===== src/rtl/tag_match_pipe.sv =====
// Two-stage N-way tag comparator for one cache set with valid/ready handshakes.
// Stage 1 registers the per-way match vector; stage 2 holds the prioritised result and the statistics.
module tag_match_pipe #(
   parameter int WAYS   = 8,
   parameter int TAG_W  = 8,
   parameter int DATA_W = 32,
   parameter int CNT_W  = 16
) (
   input  logic                      clock,
   input  logic                      reset,
   input  logic                      req_valid,
   output logic                      req_ready,
   input  logic [TAG_W-1:0]          req_tag,
   input  logic [WAYS-1:0]           way_valid,
   input  logic [WAYS*TAG_W-1:0]     way_tag,
   input  logic [WAYS*DATA_W-1:0]    way_data,
   output logic                      resp_valid,
   input  logic                      resp_ready,
   output logic                      hit,
   output logic                      multi_hit,
   output logic [WAYS-1:0]           hit_onehot,
   output logic [$clog2(WAYS)-1:0]   hit_way,
   output logic [DATA_W-1:0]         line_data,
   input  logic                      stats_clear,
   output logic [CNT_W-1:0]          hit_count,
   output logic [CNT_W-1:0]          miss_count
);

   localparam int WAY_W = $clog2(WAYS);

   logic                   s1_valid_reg;
   logic [WAYS-1:0]        s1_match_reg;
   logic [WAYS*DATA_W-1:0] s1_data_reg;

   logic                   s2_valid_reg;
   logic                   hit_reg;
   logic                   multi_reg;
   logic [WAYS-1:0]        onehot_reg;
   logic [WAY_W-1:0]       way_reg;
   logic [DATA_W-1:0]      data_reg;
   logic [CNT_W-1:0]       hit_cnt_reg;
   logic [CNT_W-1:0]       miss_cnt_reg;

   logic [WAYS-1:0]        match;
   logic [WAYS-1:0]        onehot_next;
   logic [WAY_W-1:0]       way_next;
   logic [DATA_W-1:0]      data_next;
   logic                   multi_next;
   logic                   hit_next;
   logic                   s2_adv;
   logic                   accept;
   logic                   consume;

   genvar gi;
   generate
      for (gi = 0; gi < WAYS; gi++) begin : g_cmp
         assign match[gi] = way_valid[gi] && (way_tag[gi*TAG_W +: TAG_W] == req_tag);
      end
   endgenerate

   // Lowest matching way wins; any later match marks a multi-hit.
   always_comb begin
      logic found;
      found       = 1'b0;
      onehot_next = '0;
      way_next    = '0;
      data_next   = '0;
      multi_next  = 1'b0;
      for (int i = 0; i < WAYS; i++) begin
         if (s1_match_reg[i]) begin
            if (found) begin
               multi_next = 1'b1;
            end else begin
               onehot_next[i] = 1'b1;
               way_next       = WAY_W'(i);
               data_next      = s1_data_reg[i*DATA_W +: DATA_W];
            end
            found = 1'b1;
         end
      end
   end

   assign hit_next  = |s1_match_reg;
   assign s2_adv    = !s2_valid_reg || resp_ready;
   assign req_ready = !s1_valid_reg || s2_adv;
   assign accept    = req_valid && req_ready;
   assign consume   = s2_valid_reg && resp_ready;

   always_ff @(posedge clock) begin
      if (reset) begin
         s1_valid_reg <= 1'b0;
         s1_match_reg <= '0;
         s1_data_reg  <= '0;
      end else begin
         s1_valid_reg <= accept || (s1_valid_reg && !s2_adv);
         if (accept) begin
            s1_match_reg <= match;
            s1_data_reg  <= way_data;
         end
      end
   end

   // Result fields only change when a new response lands, so they hold otherwise.
   always_ff @(posedge clock) begin
      if (reset) begin
         s2_valid_reg <= 1'b0;
         hit_reg      <= 1'b0;
         multi_reg    <= 1'b0;
         onehot_reg   <= '0;
         way_reg      <= '0;
         data_reg     <= '0;
      end else if (s2_adv) begin
         s2_valid_reg <= s1_valid_reg;
         if (s1_valid_reg) begin
            hit_reg    <= hit_next;
            multi_reg  <= multi_next;
            onehot_reg <= onehot_next;
            way_reg    <= way_next;
            data_reg   <= data_next;
         end
      end
   end

   always_ff @(posedge clock) begin
      if (reset || stats_clear) begin
         hit_cnt_reg  <= '0;
         miss_cnt_reg <= '0;
      end else if (consume) begin
         if (hit_reg) begin
            if (hit_cnt_reg != {CNT_W{1'b1}}) hit_cnt_reg <= hit_cnt_reg + CNT_W'(1);
         end else begin
            if (miss_cnt_reg != {CNT_W{1'b1}}) miss_cnt_reg <= miss_cnt_reg + CNT_W'(1);
         end
      end
   end

   assign resp_valid = s2_valid_reg;
   assign hit        = hit_reg;
   assign multi_hit  = multi_reg;
   assign hit_onehot = onehot_reg;
   assign hit_way    = way_reg;
   assign line_data  = data_reg;
   assign hit_count  = hit_cnt_reg;
   assign miss_count = miss_cnt_reg;

endmodule

===== config.mk =====
export PLATFORM = sky130hd
export DESIGN_NAME = tag_match_pipe
export DESIGN_NICKNAME = d
export VERILOG_FILES = /design/src/rtl/tag_match_pipe.sv
export SDC_FILE = /design/constraint.sdc
export NUM_CORES = 1
export LEC_CHECK = 0
export CAP_MARGIN = 20
export CELL_PAD_IN_SITES_DETAIL_PLACEMENT = 1
export CELL_PAD_IN_SITES_GLOBAL_PLACEMENT = 2
export CORE_ASPECT_RATIO = 1.75
export CORE_MARGIN = 8
export CORE_UTILIZATION = 24
export CTS_BUF_LIST = sky130_fd_sc_hd__clkbuf_4 sky130_fd_sc_hd__clkbuf_8 sky130_fd_sc_hd__clkbuf_16
export CTS_CLUSTER_DIAMETER = 150
export DETAILED_ROUTE_END_ITERATION = 6
export GPL_ROUTABILITY_DRIVEN = 1
export PLACE_DENSITY_LB_ADDON = 0.1
export SYNTH_ARGS = -nofsm -noshare
export SYNTH_HDL_FRONTEND = slang
export SYNTH_SLANG_ARGS = --single-unit
export TNS_END_PERCENT = 20

===== constraint.sdc =====
create_clock -name clock -period 1.94 [get_ports clock]
set_clock_uncertainty 0.1 [all_clocks]
set_input_delay 0.388 -clock clock [delete_from_list [all_inputs] [get_ports clock]]
set_output_delay 0.388 -clock clock [all_outputs]
set_load 0.005 [all_outputs]

==> flow_summary.ini <==
[final_layout]
fin_util_pct = 36.9
seq_area_sq_um = 6940
nFillCells = 7531
largest_reg_flops = 256
drive_above_1_share_pct = 13.4
multiInputGateArea_sq_um = 7980
final_cell_count_no_fill = 3335
fin_nets = 2833
design_area_sq_um = 23300
syn_to_final_growth_pct = 52.1

[grt]
grt_pass1_vias = 17262
grt_antenna_before_repair = 9
grt_pass1_wl_mm = 105
grt_max_degree = 164
grt_usage_pct = 18.8
grt_overflow = 0

[detailed_routing]
drt-total-wl_mm = 69.6
drtIter0Drc = 525
drtPass1Iterations = 4
vias_per_cell = 4.77
antenna_left = 0
drc = 0
num_vias = 15910
wl_per_cell_um = 20.9

[worst_setup_path]
crit_arrival_ns = 2.51
critPathLaunchType = register
required_ns = 2.31
timing.rr.start = s1_match_reg[0]$_SDFFE_PP0P_
endpoint_kind = register
crit_family = simple AND/OR/NAND/NOR gates
crit_fanout = 27
cp_num_buf_inv = 2
critPathKind = reg -> reg
slowest_stage = or4_4
path_cells = or4_4 > nor3_4 > buf_12 > a221oi_2 > buf_4 > o22a_1 > o21ai_1
timing.reg2reg.setup_slack_ns = -0.20
max_stage_delay_ns = 0.58
worstRegToRegCells = 7
timing.rr.end = line_data[10]$_SDFFE_PP0P_

[placement]
hpwl_mm = 53.8
dpl_worst_slack_ns = -0.466
placed_cell_area_sq_um = 21700
placedCellCount = 3255
place.gp.congestion = 0.812
port_buffers = 419

[sta]
setup_slack_ns = -0.201
timing.fmax_mhz = 467
final_max_slew_viol_count = 0
holdWs_ns = 0.279
tightest_slew_ns = 0.824
grt_setup_unrepaired = yes
fin_crit_sh_pct = 110
hold_violations = 0
setup-violations-final = 32
timing.final.crit_period_ns = 2.14
relSlewSlack_pct = 45.1

[clock_network]
htree_num_levels = 2
post_cts_buffers = 0
cts_tree = built
clk_pin_slew_worst_paths_ns = 0.06
clock-sinks = 343
cts_buffers = 39
root_buffer = clkbuf_16
hold_buffers = 0
clk_path_buf_depth = 3
clock_latency_ns = 0.55

[power]
power.density_nw_per_um2 = 745
ir_drop_uv = 576
leakagePower_uw = 0.00857

[hold_path]
min_from = way_data[104]
min_path_type = in -> reg
hold_end = s1_data_reg[104]$_SDFFE_PP0P_
hold_path_depth = 3

[floorplan]
io_pins = 420
start_util_pct = 24.2
die_area_sq_um = 72500
die_y_um = 350
die_w_um = 207
num_rows = 122
core_area_sq_um = 63200

[outcome]
violations = setup timing
status = finished, violations left

[synthesis]
avgSynthCellArea_sq_um = 7.55
synth_top_cell_by_area = dfxtp_1
synthTopCellsByArea = dfxtp_1 45%, nand2_1 16%, a21oi_1 10%, clkbuf_1 3.7%, xnor2_1 3.3%
synth_top_area_share_pct = 44.8
synth.most_common_cell = nand2_1
synth_flop_cell = dfxtp_1
async_flop_share_pct = 0
yosysSeqAreaShare_pct = 44.8
synth-edff-count = 0
ys_warn_count = 0
syn_area_sq_um = 15300
synth_seq_cells = 343
postSynthCellCount = 2027
synth_cell_type_count = 48
synth_fp_nets = 2370
synthTopCellsByCount = 673 x nand2_1, 343 x dfxtp_1, 310 x a21oi_1

[run]
maxCapViolCount = 0
==> layout make-up <==
class                      count  area share (%)
tap                          806            4.33
inverter                       3          0.0483
clock buffer                  54            5.04
timing repair buffer         601            25.7
antenna                       10           0.107
clock inverter                16           0.725
sequential                   343            29.8
multi-input combinational   1502            34.3
==> cells in the final DEF, fill, tap and decap left out, types with 10 or more instances in the layout <==
cell type,n
a21oi_1,310
a221oi_1,12
a221oi_2,20
buf_12,37
buf_4,143
clkbuf_16,41
clkdlybuf4s50_1,360
dfxtp_1,311
dfxtp_2,18
dfxtp_4,14
diode_2,10
dlygate4sd2_1,52
mux2i_1,29
nand2_1,672
nand3_1,45
nand4_1,29
nor2_1,46
nor4_1,15
o21ai_0,37
o21ai_1,54
o221ai_1,27
o22a_1,31
xnor2_1,57
xor2_1,37
==> how the worst max path moves through the flow <==
stage / from / endpoint / slack, ns / cells after the start
after CTS: s1_match_reg[0]$_SDFFE_PP0P_ / line_data[10]$_SDFFE_PP0P_ / -0.21 / 7
after global placement: resp_ready / miss_count[13]$_SDFFE_PP0P_ / -0.39 / 6
after floorplan: s1_match_reg[0]$_SDFFE_PP0P_ / line_data[22]$_SDFFE_PP0P_ / -0.13 / 8
after global routing: s1_match_reg[0]$_SDFFE_PP0P_ / line_data[4]$_SDFFE_PP0P_ / -0.30 / 8
after detailed placement: resp_ready / miss_count[15]$_SDFFE_PP0P_ / -0.47 / 6
final: s1_match_reg[0]$_SDFFE_PP0P_ / line_data[10]$_SDFFE_PP0P_ / -0.20 / 7
==> worst min-delay path, delay by kind of cell <==
family          cells  cell delay (ns)
compound gates      1             0.05
buf+inv             1             0.39
simple gates        1             0.05
==> repair_timing <==
item / in CTS / in global routing
resized for setup: 121 / 15
pin swaps: 6 / 3
hold endpoints to repair: 0 / 0
endpoints found under the setup margin: 95 / 40
==> where the power goes <==
group          leakage (uW)  internal [uW]  total [uW]  switching (uW)
combinational       0.00507           1090        2030             938
sequential          0.00283           7330        7500             165
clock              0.000664           4640        7820            3190
total               0.00857          13100       17300            4290
==> routing by layer <==
| layer | track usage, % | vias up | wire, um | part of all wire [%] |
|---|---|---|---|---|
| li1 | - | 7830 | - | - |
| met4 | 5.21 | 4 | 1620 | 2.3 |
| met3 | 4.08 | 88 | 3940 | 5.7 |
| met5 | 0 | - | 27 | 0.039 |
| met2 | 33.0 | 372 | 34200 | 49 |
| met1 | 22.7 | 7616 | 29800 | 43 |
==> kinds of logic (layout without fill, tap and decap cells) <==
| group | after synthesis | after routing | share of synthesized area (%) |
|---|---|---|---|
| buffers and inverters | 182 | 674 | 4.80 |
| muxes | 31 | 31 | 2.03 |
| AOI/OAI and AO/OA | 514 | 514 | 19.4 |
| and+or+nand+nor | 860 | 860 | 23.3 |
| adders and majority gates | 3 | 3 | 0.229 |
| other | 0 | 10 | 0 |
| xor gates and xnor gates | 94 | 94 | 5.38 |
| DFF | 343 | 343 | 44.8 |
==> per-stage QoR <==
step / total power (uW) / setup TNS [ns]
finish: 17300 / -4.76
detailed placement: 9730 / -85.07
global placement: 9690 / -70.93
global route: 18100 / -7.78
CTS: 17700 / -5.32
floorplan: 8410 / -3.88
(Power assumes the default switching activity.)
